$ cat config.mk
export PLATFORM = sky130hd
export DESIGN_NAME = op_counter
export DESIGN_NICKNAME = d
export VERILOG_FILES = /design/src/rtl/counter_pkg.sv /design/src/rtl/op_counter_alu.sv /design/src/rtl/op_counter.sv
export SDC_FILE = /design/constraint.sdc
export NUM_CORES = 1
export LEC_CHECK = 0
export CAP_MARGIN = 15
export CORE_MARGIN = 5
export CORE_UTILIZATION = 35
export DETAILED_ROUTE_END_ITERATION = 10
export PLACE_DENSITY = 0.67
export REMOVE_ABC_BUFFERS = 1
export SYNTH_ARGS = -nofsm -noshare
export SYNTH_HDL_FRONTEND = slang
export SYNTH_SLANG_ARGS = --single-unit
$ cat constraint.sdc
create_clock -name o_clk -period 8 [get_ports o_clk]
set_clock_uncertainty 0.05 [all_clocks]
set_input_delay 1.2 -clock o_clk [delete_from_list [all_inputs] [get_ports o_clk]]
set_output_delay 1.2 -clock o_clk [all_outputs]
set_load 0.01 [all_outputs]
$ cat src/rtl/counter_pkg.sv
// Shared types and parameter checks for the op_counter family.
// Operation encodings, control states and width helpers.
package counter_pkg;

  typedef enum logic [2:0] {
    OP_HOLD = 3'd0,
    OP_INC  = 3'd1,
    OP_DEC  = 3'd2,
    OP_ROR  = 3'd3,
    OP_ROL  = 3'd4,
    OP_SAR  = 3'd5
  } op_e;

  typedef enum logic {
    RUN  = 1'b0,
    DONE = 1'b1
  } state_e;

  localparam int MIN_WIDTH = 4;

  function automatic bit amt_ok(input int amt, input int width);
    return (amt >= 1) && (amt <= width - 1);
  endfunction

endpackage

$ cat src/rtl/op_counter_alu.sv
// Combinational next-value logic for op_counter.
// Computes the candidate value plus terminal-count and one-shot flags.
module op_counter_alu
  import counter_pkg::*;
#(
  parameter int WIDTH   = 12,
  parameter int SHR_AMT = 1,
  parameter int SHL_AMT = 2
) (
  input  logic [WIDTH-1:0] data,
  input  logic [2:0]       op,
  input  logic [WIDTH-1:0] step,
  input  logic             sat_en,
  input  logic             oneshot,
  output logic [WIDTH-1:0] next_data,
  output logic             tc_next,
  output logic             hit_zero
);

  logic [WIDTH:0]     sum;
  logic [WIDTH:0]     diff;
  logic [2*WIDTH-1:0] dbl;
  logic               step_zero;

  assign sum       = {1'b0, data} + {1'b0, step};
  assign diff      = {1'b0, data} - {1'b0, step};
  assign dbl       = {data, data};
  assign step_zero = (step == '0);

  always_comb begin
    next_data = data;
    tc_next   = 1'b0;
    hit_zero  = 1'b0;
    case (op_e'(op))
      OP_INC: begin
        if (!step_zero) begin
          next_data = sum[WIDTH-1:0];
          if (sum[WIDTH]) begin
            tc_next = 1'b1;
            if (sat_en) next_data = '1;
          end
        end
      end
      OP_DEC: begin
        if (!step_zero) begin
          next_data = diff[WIDTH-1:0];
          // One-shot clamps at zero whether it lands exactly or borrows
          if (oneshot) begin
            if (diff[WIDTH] || diff[WIDTH-1:0] == '0) begin
              next_data = '0;
              tc_next   = 1'b1;
              hit_zero  = 1'b1;
            end
          end else if (diff[WIDTH]) begin
            tc_next = 1'b1;
            if (sat_en) next_data = '0;
          end
        end
      end
      OP_ROR:  next_data = dbl[SHR_AMT +: WIDTH];
      OP_ROL:  next_data = dbl[WIDTH-SHL_AMT +: WIDTH];
      OP_SAR:  next_data = $signed(data) >>> SHR_AMT;
      default: next_data = data;
    endcase
  end

endmodule

$ cat src/rtl/op_counter.sv
// Multi-mode counter/shifter with load path and one-shot control.
// Holds the RUN/DONE FSM, input priority mux and output registers.
module op_counter
  import counter_pkg::*;
#(
  parameter int               WIDTH   = 12,
  parameter logic [WIDTH-1:0] INIT    = '0,
  parameter int               SHR_AMT = 1,
  parameter int               SHL_AMT = 2
) (
  input  logic             o_clk,
  input  logic             reset,
  input  logic             pause,
  input  logic             set,
  input  logic             load,
  input  logic [WIDTH-1:0] load_data,
  input  logic [2:0]       op,
  input  logic [WIDTH-1:0] step,
  input  logic             sat_en,
  input  logic             oneshot,
  output logic [WIDTH-1:0] data,
  output logic             tc,
  output logic             done
);

  if (WIDTH < MIN_WIDTH) begin : g_bad_width
    $error("op_counter: WIDTH below minimum");
  end
  if (!amt_ok(SHR_AMT, WIDTH)) begin : g_bad_shr
    $error("op_counter: SHR_AMT out of range");
  end
  if (!amt_ok(SHL_AMT, WIDTH)) begin : g_bad_shl
    $error("op_counter: SHL_AMT out of range");
  end

  state_e           state_q, state_d;
  logic [WIDTH-1:0] data_q, data_d;
  logic             tc_q, tc_d;

  logic [WIDTH-1:0] alu_data;
  logic             alu_tc;
  logic             alu_zero;

  op_counter_alu #(
    .WIDTH   (WIDTH),
    .SHR_AMT (SHR_AMT),
    .SHL_AMT (SHL_AMT)
  ) u_alu (
    .data      (data_q),
    .op        (op),
    .step      (step),
    .sat_en    (sat_en),
    .oneshot   (oneshot),
    .next_data (alu_data),
    .tc_next   (alu_tc),
    .hit_zero  (alu_zero)
  );

  always_comb begin
    state_d = state_q;
    data_d  = data_q;
    tc_d    = 1'b0;
    if (pause) begin
      state_d = state_q;
    end else if (set) begin
      data_d  = INIT;
      state_d = RUN;
    end else if (load) begin
      data_d  = load_data;
      state_d = RUN;
    end else if (state_q == RUN) begin
      data_d = alu_data;
      tc_d   = alu_tc;
      if (alu_zero) state_d = DONE;
    end
  end

  always_ff @(posedge o_clk or negedge reset) begin
    if (!reset) begin
      state_q <= RUN;
      data_q  <= '0;
      tc_q    <= 1'b0;
    end else begin
      state_q <= state_d;
      data_q  <= data_d;
      tc_q    <= tc_d;
    end
  end

  assign data = data_q;
  assign tc   = tc_q;
  assign done = (state_q == DONE);

endmodule

# Yosys cells after proc, flatten, opt, wreduce, memory -nomap -nowiden
# Index checks and enable logic that the tools add are counted.
# word_totals
regBits,14
in_bits,34
wordCells,53
# op_classes
n_eq_ne,9
n_addsub,2
reduce_logical,7
mux,30
bitwise_logic,1
# op_table
op,n
$mux 12,11
$pmux 12 s5,1
$logic_not 12->1,2
$mux 1,17
$add 12x12->13,1
$sub 12x12->13,1
$ne 4x4->1 const B,2
$reduce_bool 7->1,1
$eq 3x2->1 const B,2
$eq 3x3->1 const B,2
$ne 3x3->1 const B,2
$reduce_and 6->1,1
$reduce_bool 6->1,1
$reduce_and 5->1,1
$eq 3x1->1 const B,1
$pmux 1 s2,1
$logic_or 1x1->1,1
$not 1->1,1

# Depth between registers and ports, before layout
# depth
depth_word,11
depth_mapped,12
ltp_nobuf,12

# Modules after synthesis
# A second synthesis with hierarchy kept.
# hier_totals
hier_cells,408
area_unflattened_um2,3020.4
# modules_own_cells
module,area_each_um2,instances,cells_per_inst,seq_area_each_um2
op_counter_alu,2185.8,1,331,0.0
op_counter,834.6,1,77,350.3

# Worst setup path before layout
# No wires, ideal clock.
# synth_timing
path_type,input to register
from,in step[0]
to,reg data_q[3] (netlist: data[3])
n_path_buf,0
slack_ns,4.367
setup_time_ns,0.131
t_arrival_ns,3.452
path_stages,11
required_time_ns,7.819
cell_sequence,ha_1 > inv_1 > fa_1 > a21o_1 > a221oi_4 > o21ai_2 > a311oi_4 > nor2_1 > o31a_1 > nor4_1 > nor3_1
# synth_between
elab_chain_cells,10
# synth_rtl
element,line_no,rtl
start: declaration,op_counter.sv:18,"input logic [WIDTH-1:0] step,"
$sub 12x12->13,op_counter_alu.sv:26,"assign diff = {1'b0, data} - {1'b0, step};"
$logic_not 12->1,op_counter_alu.sv:49,if (diff[WIDTH] || diff[WIDTH-1:0] == '0) begin
$logic_or 1x1->1,op_counter_alu.sv:49,
$mux 12,op_counter_alu.sv:49,
$mux 12,op_counter_alu.sv:48,if (oneshot) begin
$mux 12,op_counter_alu.sv:45,if (!step_zero) begin
$pmux 12 s5,op_counter_alu.sv:34,case (op_e'(op))
$mux 12,op_counter.sv:71,end else if (state_q == RUN) begin
$mux 12,op_counter.sv:68,end else if (load) begin
$mux 12,op_counter.sv:65,end else if (set) begin
end signal: assignment,op_counter.sv:85,data_q <= data_d;
end: declaration,op_counter.sv:37,"logic [WIDTH-1:0] data_q, data_d;"
# Parallel ways exist; a longest one is shown, timed or not. The select of a mux whose other input is x is not followed.
# A chain may end at the register's enable or synchronous reset.

# Final worst setup path
# layout_timing
from,in step[0]
to,reg data_q[10] (netlist: data[10])
# The elaborated chain is that of the path after synthesis.

==> impl_results.md <==
* Worst-margin pin slew at 0.844 ns
* Chip Width at 98.1 um
* Routed Antenna Nets at 0
* Critical path depth at 12
* DR WL/cell at 18.4 um
* Cell Area, Synth at 0.00272 mm2
* Initial Util at 0.355
* Via Count at 3057
* Global-route wire length before repair at 15500 um
* Cells after Synth at 384
* TNS Setup at 0 ns
* Number of setup buffers added after CTS at 0
* RD Place Congestion at 0.956
* Cell Area, Placed at 0.00323 mm2
* Final global-route overflow total at 0
* Mapped Avg Cell Area at 7.07 um2
* Port Buf Inserts at 47
* Most area-hungry cell type in the Yosys netlist: dfrtp_1
* Placement Rows at 32
* Sequential power share at 0.222
* Crit path buffers/inverters at 2
* Sw Pwr at 198 uW
* Status: completed
* Synth warnings at 0
* Core Box Area at 0.00765 mm2
* Vias per inst at 5.91
* Worst Setup Path Type: input port to register
* DRT iter0 DRCs at 338
* Placed cell count at 514
* Max-cap violations at 0
* Clk root buf: clkbuf_8
* Layout cells sized above 1 at 0.0506
* Top post-synthesis cells by area: dfrtp_1 13%, ha_1 11%, a21oi_1 9.0%
* Crit. End Element: register
* Clock transition at path regs at 0.06 ns
* Crit-path max FO at 7
* Die Y at 98.1 um
* GRT Util Overall at 0.197
* Total power divided by cell area at 130 mW/mm2
* Slowest stage delay, CP at 0.53 ns
* Fin. Hold Viols at 0
* Num CTS Buffers at 3
* Filler cells at 786
* Clock Power Share at 0.145
* Final worst slack at 3.65 ns
* Final nets at 477
* ANT cells at 0
* Minimum setup slack after placement at 3.45 ns
* Cell internal pwr at 227 uW
* Maximum vdd drop at 0.0000502 V
* Cts repair resizes at 0
* Yosys cell types at 67
* DRT Pass-1 Iters at 5
* Residual DRC at 0
* HP Class: register to register
* Master of the slowest instance on the critical path: clkdlybuf4s50_1
* Pin count of the biggest net entering global routing at 26
* Sink Count at 14
* Clock buffer depth at 2
* Final Cycle Share at 0.544
* Kind of cell adding the most delay to the critical path: compound AO/OA/AOI/OAI gates
* EDFF count, synth at 0
* Max-slew headroom at 0.436
* Post-route cell area at 0.00327 mm2
* Routed WL at 9530 um
* Critical Path AT at 4.44 ns
* CTS tree: done
* Register bit total from synthesis at 14
* Sequential area share after synthesis at 0.129
* CP required at 8.08 ns
* Overall power at 425 uW
* Worst-Skew Late Latency at 0.26 ns
* R2R setup slack at 4.58 ns
* Post-synth ARST share at 1.00
* Sw Share at 0.467
* Combinational cell fraction of total power at 0.633
* Setup violators final at 0
* Worst path cell trace: clkdlybuf4s50_1 -> ha_1 -> inv_1 -> fa_1 -> a21o_1 -> a21oi_2 -> xnor2_1 -> nor4_1 -> nand4_1 -> o31a_1 -> nor2_1 -> o21ai_1
* Worst Setup Start Kind: input port
* Die area at 0.00962 mm2
* Synth top area share at 0.129
* DP HPWL at 7620 um
* Ports at 48
* Unrepaired setup endpoints after global routing: false
* Syn-to-layout area delta at 20.5%
* Number of global-route vias before repair at 2868
* Minimum clock period at 4.35 ns
* CTS hold repair buffers at 0
* Fmax at 230 MHz
* Fin. max-slew vios at 0
* Hold Path Depth at 2
* H-tree depth at 1
* Most common flop cell mapped by yosys: dfrtp_1
* Reg2reg path depth at 12
* Initial antenna violation count at 0
* Pleak at 1.35 nW
* Fin cells at 517
## layer usage
metal | up-vias | global-route usage | wire length (um)
met5 | - | 0 | 0
li1 | 1487 | - | -
met2 | 125 | 0.306 | 4270
met3 | 22 | 0.0457 | 780
met1 | 1423 | 0.279 | 4280
met4 | 0 | 0.0437 | 197
## synth_stat cells, types with 9 or more instances
| cell | count |
|---|---|
| clkbuf_1 | 14 |
| dfrtp_1 | 14 |
| ha_1 | 24 |
| nand2_1 | 23 |
| a21oi_1 | 49 |
| a21o_1 | 9 |
| inv_1 | 28 |
| nor3_1 | 16 |
| o21ai_0 | 24 |
| nor2_1 | 39 |
| nor2b_1 | 9 |
## flip-flops by register name, summed over array words and instances, names as in the netlist
| name | cells |
|---|---|
| tc | 1 |
| done | 1 |
| data | 12 |
## cells by family after synthesis
family	after synthesis	share of synthesized area
AO/OA/AOI/OAI	151	0.392
XOR/XNOR	8	0.0258
adder cells (fa/ha/maj)	26	0.125
AND/OR/NAND/NOR	133	0.246
buffers and inverters	50	0.0746
multiplexers	2	0.00783
flip-flops	14	0.129
## power groups by stage
stage	sequential [mW]	combinational [mW]	clock [mW]
3_3_place_gp	0.0957	0.263	0
4_1_cts	0.0944	0.266	0.0630
3_5_place_dp	0.0955	0.264	0
2_1_floorplan	0.0921	0.176	0
6_report	0.0946	0.269	0.0615
5_1_grt	0.0958	0.297	0.0660
## placed cells by master, fill, tap and decap left out, drive strengths merged, types with 4 or more instances in the layout
cell type | Yosys | final
nor4 | 7 | 7
nand3 | 5 | 5
a21oi | 51 | 51
nand2b | 8 | 8
nor3 | 16 | 16
and2 | 4 | 4
ha | 24 | 24
nor2 | 40 | 40
nor2b | 9 | 9
o311a | 5 | 5
clkdlybuf4s50 | 0 | 47
o21ai | 31 | 31
xnor2 | 7 | 7
nand2 | 23 | 23
a31oi | 4 | 4
o21a | 4 | 4
o31ai | 6 | 6
dfrtp | 14 | 14
a221oi | 10 | 10
a21o | 9 | 9
a211oi | 4 | 4
inv | 29 | 29
and3 | 6 | 6
## area by class of cell
| class | count | area (um2) | share of cell area |
|---|---|---|---|
| Tap cell | 102 | 128 | 0.0390 |
| Clock buffer | 3 | 41.3 | 0.0126 |
| Multi-Input combinational cell | 320 | 2160 | 0.661 |
| Inverter | 30 | 113 | 0.0344 |
| Sequential cell | 14 | 350 | 0.107 |
| Timing Repair Buffer | 48 | 478 | 0.146 |
## tightest hold or removal path, cell delays in order, from the launching register on
cell and delay (ns):
dfrtp_1 0.42, inv_1 0.07, a22oi_1 0.06
## worst paths after layout
check,from,end
worst max-delay path,step[0],data[10]$_DFFE_PN0P_
worst min-delay path,done$_DFFE_PN0N_,done$_DFFE_PN0N_
worst max register to register,data[0]$_DFFE_PN0P_,data[10]$_DFFE_PN0P_
worst min register to register,done$_DFFE_PN0N_,done$_DFFE_PN0N_
max in group asynchronous,reset,data[5]$_DFFE_PN0P_
min in group asynchronous,reset,data[9]$_DFFE_PN0P_
## stage by stage
stage,util,hold slack (ns)
2_1_floorplan,-,0.538
6_report,0.428,0.542
4_1_cts,0.428,0.541
5_1_grt,0.428,0.574
3_3_place_gp,0.423,0.529
3_5_place_dp,0.423,0.533
(Power assumes the default switching activity.)
